==> config.mk <==
export PLATFORM = sky130hd
export DESIGN_NAME = param_sequence_detector
export DESIGN_NICKNAME = d
export VERILOG_FILES = /design/src/rtl/param_sequence_detector.sv
export SDC_FILE = /design/constraint.sdc
export NUM_CORES = 1
export LEC_CHECK = 0
export BUFFER_PORTS_ARGS = -buffer_cell sky130_fd_sc_hd__buf_2
export CAP_MARGIN = 10
export CELL_PAD_IN_SITES_DETAIL_PLACEMENT = 1
export CELL_PAD_IN_SITES_GLOBAL_PLACEMENT = 1
export CORE_UTILIZATION = 36
export DETAILED_ROUTE_END_ITERATION = 16
export GPL_ROUTABILITY_DRIVEN = 1
export HOLD_SLACK_MARGIN = 0.05
export PLACE_DENSITY_LB_ADDON = 0.1
export SETUP_SLACK_MARGIN = 0.4
export SLEW_MARGIN = 10
export SYNTH_ARGS = -nofsm -noshare
export SYNTH_HDL_FRONTEND = slang
export SYNTH_SLANG_ARGS = --single-unit
==> constraint.sdc <==
create_clock -name clk -period 3 [get_ports clk]
set_clock_uncertainty 0.15 [all_clocks]
set_input_delay 0.6 -clock clk [delete_from_list [all_inputs] [get_ports clk]]
set_output_delay 0.6 -clock clk [all_outputs]
set_load 0.02 [all_outputs]
==> src/rtl/param_sequence_detector.sv <==
// Serial bit-pattern detector with run-time programmable pattern, length and overlap mode.
// Optional saturating match counter enabled by defining SEQ_DET_MATCH_COUNT_EN.
module param_sequence_detector #(
  parameter int                       PATTERN_WIDTH   = 5,
  parameter logic [PATTERN_WIDTH-1:0] DEFAULT_PATTERN = 5'b10110,
  parameter int                       COUNT_WIDTH     = 16
) (
  input  logic                               clk,
  input  logic                               resetn,
  input  logic                               seq,
  input  logic                               valid,
  input  logic                               cfg_load,
  input  logic [PATTERN_WIDTH-1:0]           cfg_pattern,
  input  logic [$clog2(PATTERN_WIDTH+1)-1:0] cfg_len,
  input  logic                               cfg_overlap,
  output logic                               cfg_err,
  output logic                               detected,
  output logic [COUNT_WIDTH-1:0]             match_count
);

  localparam int LEN_WIDTH = $clog2(PATTERN_WIDTH + 1);
  localparam logic [LEN_WIDTH-1:0] FULL_LEN = LEN_WIDTH'(PATTERN_WIDTH);

  logic [PATTERN_WIDTH-1:0] hist_r;
  logic [LEN_WIDTH-1:0]     fill_r;
  logic [PATTERN_WIDTH-1:0] pattern_r;
  logic [LEN_WIDTH-1:0]     len_r;
  logic                     overlap_r;
  logic                     detected_r;
  logic                     cfg_err_r;

  logic [PATTERN_WIDTH-1:0] hist_next_s;
  logic [LEN_WIDTH-1:0]     fill_inc_s;
  logic [PATTERN_WIDTH-1:0] mask_s;
  logic                     match_s;
  logic                     cfg_ok_s;
  logic                     beat_s;

  // Next-beat history, saturating fill and match against the active-length window.
  always_comb begin
    hist_next_s = {hist_r[PATTERN_WIDTH-2:0], seq};
    if (fill_r >= FULL_LEN) begin
      fill_inc_s = FULL_LEN;
    end else begin
      fill_inc_s = fill_r + LEN_WIDTH'(1);
    end
    mask_s = '0;
    for (int i = 0; i < PATTERN_WIDTH; i++) begin
      mask_s[i] = (LEN_WIDTH'(i) < len_r);
    end
    match_s  = (fill_inc_s >= len_r) && (((hist_next_s ^ pattern_r) & mask_s) == '0);
    cfg_ok_s = (cfg_len != '0) && (cfg_len <= FULL_LEN);
    beat_s   = valid && !cfg_load;
  end

  // Config load has priority over a same-cycle beat; the beat is simply dropped.
  always_ff @(posedge clk) begin
    if (!resetn) begin
      hist_r     <= '0;
      fill_r     <= '0;
      pattern_r  <= DEFAULT_PATTERN;
      len_r      <= FULL_LEN;
      overlap_r  <= 1'b1;
      detected_r <= 1'b0;
      cfg_err_r  <= 1'b0;
    end else if (cfg_load) begin
      detected_r <= 1'b0;
      if (cfg_ok_s) begin
        pattern_r <= cfg_pattern;
        len_r     <= cfg_len;
        overlap_r <= cfg_overlap;
        hist_r    <= '0;
        fill_r    <= '0;
        cfg_err_r <= 1'b0;
      end else begin
        cfg_err_r <= 1'b1;
      end
    end else begin
      cfg_err_r <= 1'b0;
      if (valid) begin
        hist_r     <= hist_next_s;
        fill_r     <= (match_s && !overlap_r) ? LEN_WIDTH'(0) : fill_inc_s;
        detected_r <= match_s;
      end else begin
        detected_r <= 1'b0;
      end
    end
  end

  assign detected = detected_r;
  assign cfg_err  = cfg_err_r;

`ifdef SEQ_DET_MATCH_COUNT_EN
  logic [COUNT_WIDTH-1:0] count_r;

  // Count moves on the same edge that raises detected, so it already includes that pulse.
  always_ff @(posedge clk) begin
    if (!resetn) begin
      count_r <= '0;
    end else if (cfg_load && cfg_ok_s) begin
      count_r <= '0;
    end else if (beat_s && match_s && (count_r != {COUNT_WIDTH{1'b1}})) begin
      count_r <= count_r + COUNT_WIDTH'(1);
    end else begin
      count_r <= count_r;
    end
  end

  assign match_count = count_r;
`else
  assign match_count = '0;
`endif

endmodule

# Yosys cells after proc, flatten, opt, wreduce, memory -nomap -nowiden

Cells that the tools add are included.

Register bits after elaboration: 18
Output and inout port bits: 18
Input port bits: 14
Word-level logic and storage cells: 41

$add $sub $neg: 1
Reduce and logical (&&, ||, !) cells: 11
Equality and inequality tests: 1
Bitwise operators: 4
Magnitude comparators: 8
Multiplexer cells: 9

Operators by type and width:

| kind                  | number |
|---|---|
| $mux W3               | 5 |
| $mux W4               | 3 |
| $lt A1 B3 Y1 const A  | 2 |
| $lt A2 B3 Y1 const A  | 2 |
| $reduce_and A2 Y1     | 3 |
| $and A5 B5 Y5         | 1 |
| $logic_not A5 Y1      | 1 |
| $xor A5 B5 Y5         | 1 |
| $add A3 B1 Y3 const B | 1 |
| $ge A3 B3 Y1          | 1 |
| $ge A3 B3 Y1 const B  | 1 |
| $le A3 B3 Y1 const B  | 1 |
| $logic_and A1 B1 Y1   | 3 |
| $lt A3 B3 Y1 const A  | 1 |
| $reduce_bool A3 Y1    | 1 |
| $reduce_or A3 Y1      | 1 |
| $ne A2 B1 Y1 const B  | 1 |
| $not A1 Y1            | 2 |
| $reduce_bool A2 Y1    | 1 |
| $logic_not A1 Y1      | 1 |
| $mux W1               | 1 |

# Longest topological paths before layout

Word-level depth: 8
Mapped depth: 10
Mapped depth without buffers: 10

# Worst setup path before layout

Ideal clock, no wire load.

Kind: register -> register
Start point: register fill_r[1]
End point: register fill_r[0]
Path slack: 846 ps
Required time: 2763 ps
Library setup time: 87 ps
Arrival time: 1917 ps
Stages on the path, launching flop included: 10
Clock period less this slack: 2154 ps
Cell sequence: dfxtp_1 > inv_1 > ha_1 > or3_1 > a21oi_1 > ha_1 > a21o_1 > a21oi_1 > nor3_4 > o31ai_1

Word-level cells in the longest chain between the ends: 8

Ends and longest elaborated chain:

| item                                                 | RTL line | source |
|---|---|---|
| start: declaration                                   | 25       | `logic [LEN_WIDTH-1:0] fill_r;` |
| start signal: assignment                             | 82       | `fill_r <= (match_s && !overlap_r) ? LEN_WIDTH'(0) : fill_inc_s;` |
| $add A3 B1 Y3 / $ge A3 B3 Y1 (equally long branches) | 45, 42   |  |
| $mux W3 (*)                                          | 42       | `if (fill_r >= FULL_LEN) begin` |
| $ge A3 B3 Y1                                         | 51       | `match_s = (fill_inc_s >= len_r) && (((hist_next_s ^ pattern_r) & mask_s) == '0);` |
| $logic_and A1 B1 Y1                                  | 51       |  |
| $logic_and A1 B1 Y1                                  | 82       |  |
| $mux W3 (*)                                          | 82       |  |
| $mux W3 (*)                                          | 80       | `if (valid) begin` |
| $mux W3 (*)                                          | 66       | `end else if (cfg_load) begin` |

Mark *: on every way between the ends. The rest lies on a longest branch, timed or not. The select of a mux whose other input is x is not followed.
A chain may end at the register's enable or synchronous reset.

# Worst setup path after layout

Same ends and word-level chain as after synthesis.

==> summary.md <==
| Metric | Value |
|---|---|
| TritonCTS Sinks | `18` |
| Hold Fails Final Rpt | `0` |
| CP max stage delay | `0.40 ns` |
| First-pass GRT wire length | `3.60 mm` |
| # fillers | `341` |
| Total track usage | `14.8%` |
| Die height | `55.5 µm` |
| Critical Path Sink Type | `flip-flop` |
| Post-CTS sizing | `0` |
| Top post-synthesis cells by area | `dfxtp_1 35%, buf_4 12%, mux2i_1 7.8%, ha_1 6.1%, nand2_1 4.7%` |
| Area leader, netlist | `dfxtp_1` |
| Max_cap viols | `0` |
| CP Launch Point | `fill_r[1]$_SDFFE_PN0P_` |
| Register Area | `360 µm²` |
| Clock Tree Root | `clkbuf_4` |
| Max FO, Critical Path | `5` |
| Clock power frac | `25.4%` |
| Register share of total power | `55.9%` |
| Max-slew headroom | `53.8%` |
| Final #Nets | `153` |
| Endpoints failing setup | `0` |
| Combinational power share | `18.6%` |
| Worst setup margin | `0.690 ns` |
| Most common cell in the netlist | `dfxtp_1` |
| Routability cong. | `0.734` |
| Internal power | `0.000327 W` |
| Netlist Area Pre-Place | `1030 µm²` |
| Minimum clock period | `2.31 ns` |
| Min-delay src | `hist_r[0]$_SDFFE_PN0P_` |
| FF-to-FF Start | `fill_r[1]$_SDFFE_PN0P_` |
| Post-synth EDFFs | `0` |
| Worst hold slack | `0.333 ns` |
| Syn Inst Count | `118` |
| DRT iter0 DRCs | `6` |
| Avg Inst Size Synth | `8.74 µm²` |
| Multi-input logic area | `577 µm²` |
| Pin count of the biggest net entering global routing | `20` |
| Sw Pwr | `0.000134 W` |
| Hpwl dp | `1.50 mm` |
| CTS max path bufs | `2` |
| Die area | `3080 µm²` |
| CTS Buf Count | `3` |
| Peak supply drop | `0.000224 V` |
| Peak Freq | `433 MHz` |
| Post-route ant nets | `0` |
| Worst Path Arrival | `2.37 ns` |
| RSZ-0062 raised after global routing | `no` |
| CTS tree | `yes` |
| CTS Hold Bufs | `0` |
| Critical Path Start Type | `flip-flop` |
| Buffer count from post-CTS setup fixing | `0` |
| Drt total wl | `2.01 mm` |
| IO Port Bufs | `15` |
| CP required | `3.06 ns` |
| Die X | `55.5 µm` |
| Most used DFF post-synth | `dfxtp_1` |
| Initial antenna violation count | `0` |
| YS warnings | `0` |
| Vias post-DR | `801` |
| Vias in the first global route | `774` |
| Netlist cell types | `26` |
| H-tree level count | `1` |
| Asr flop ratio synth | `0%` |
| N_diodes | `0` |
| Top cells by count, synth | `18 x dfxtp_1, 17 x buf_4, 13 x nand2_1` |
| Hold WC Path Type | `flip-flop to flip-flop` |
| Status | `finished, final reports clean` |
| Synthesis-stage register bit count | `18` |
| Area growth from synthesis to layout | `5.58%` |
| Worst-Margin Slew | `0.691 ns` |
| Row cnt | `19` |
| Total gr overflow | `0` |
| Initial DRT Pass Iterations | `4` |
| Sw Ratio | `29.1%` |
| IO Pins | `32` |
| Seq/Total Area, Yosys | `35.0%` |
| Max Transition Viols Final | `0` |
| Remaining routing DRC violations | `0` |
| Cell Chain, Critical Path | `inv_1 > ha_1 > or3_1 > a21oi_1 > ha_1 > a21o_1 > a21oi_1 > nor3_4 > o31ai_1` |
| Leak | `0.509 nW` |
| Critical path class | `flip-flop to flip-flop` |
| Slowest-stage cell, CP | `dfxtp_1` |
| Routed vias/inst | `4.91` |
| DR WL/cell | `12.3 µm` |
| Final Power | `0.000462 W` |
| Clock Pin Slew Worst Setup and Hold Paths | `0.10 ns` |
| Layout cell share with drive strength beyond 1 | `15.9%` |
| Dpl ws | `0.701 ns` |
| Fin crit share | `77.0%` |
| Core Area | `2730 µm²` |
| Initial Utilization | `37.7%` |
| Setup TNS | `0 ns` |
| PD cells | `424 nW/µm²` |
| Clock latency on the worst-skew pair | `0.29 ns` |
| Yosys top cell area share | `35.0%` |
state kept, by name (all words and copies together), names as in the netlist:
register / flops
cfg_err: 1
detected: 1
fill_r: 3
hist_r: 4
len_r: 3
overlap_r: 1
pattern_r: 5
path summary, 6_finish.rpt:
kind / to / depth (start not counted) / slack [ns]
max: fill_r[0]$_SDFFE_PN0P_ / 9 / 0.69
min reg2reg: hist_r[1]$_SDFFE_PN0P_ / 2 / 0.33
max reg2reg: fill_r[0]$_SDFFE_PN0P_ / 9 / 0.69
min: hist_r[1]$_SDFFE_PN0P_ / 2 / 0.33
layout make-up:
class | instances | area share (%)
inverters | 4 | 1.38
flip-flops and latches | 18 | 33.1
repair buffers | 15 | 6.90
well taps | 31 | 3.56
clock buffers | 3 | 2.07
multi-input cells | 92 | 53.0
cells by family (layout without fill, tap and decap cells):
group	after synthesis	after routing	share of synthesized area, %
other cells	1	16	0.364
compound gates	19	19	11.2
simple gates	39	39	20.9
flops	18	18	35.0
mux	8	8	7.77
fa+ha+maj	5	5	6.07
xor+xnor	5	5	4.25
buf+inv	23	22	14.6
layout by cell type, fill, tap and decap left out, drive strengths merged, types with 3 or more instances in the layout:
| cell | instances |
|---|---|
| nand2 | 13 |
| nor3 | 5 |
| buf | 15 |
| clkbuf | 3 |
| a21oi | 5 |
| nor2b | 6 |
| dfxtp | 18 |
| nand3 | 7 |
| xnor2 | 5 |
| a21boi | 4 |
| o21ai | 5 |
| nand4 | 3 |
| inv | 4 |
| ha | 5 |
| conb | 16 |
| mux2i | 8 |
critical path: cells and delay by family (launching register included):
family | cells | cell delay [ns]
adder cells (fa/ha/maj) | 2 | 0.44
AO/OA/AOI/OAI | 4 | 0.79
AND/OR/NAND/NOR | 2 | 0.38
buffers and inverters | 1 | 0.06
flip-flops | 1 | 0.40
power groups by stage:
stage	Clock, W	Combinational, W	Sequential (W)
after global routing	0.000138	0.0000969	0.000261
final	0.000117	0.0000860	0.000258
after global placement	0	0.0000841	0.000264
after floorplan	0	0.0000814	0.000262
after CTS	0.000129	0.0000869	0.000259
after detailed placement	0	0.0000863	0.000264
through the flow:
stage | utilization (%) | instance area [µm²] | instances
after floorplan | - | 1090 | 133
after global placement | 39.0 | 1070 | 160
after detailed placement | 39.0 | 1070 | 160
after CTS | 39.8 | 1090 | 163
after global routing | 39.8 | 1090 | 163
final | 39.8 | 1090 | 163
metal layers:
layer  part of all wire (%)  track usage [%]  vias up
met5                      0                0        -
met4                   0.85             4.29        0
met3                    3.6             4.22        2
met2                     49             24.1       16
met1                     46             19.2      383
li1                       -                -      400
Power figures use the tool's default switching activity.
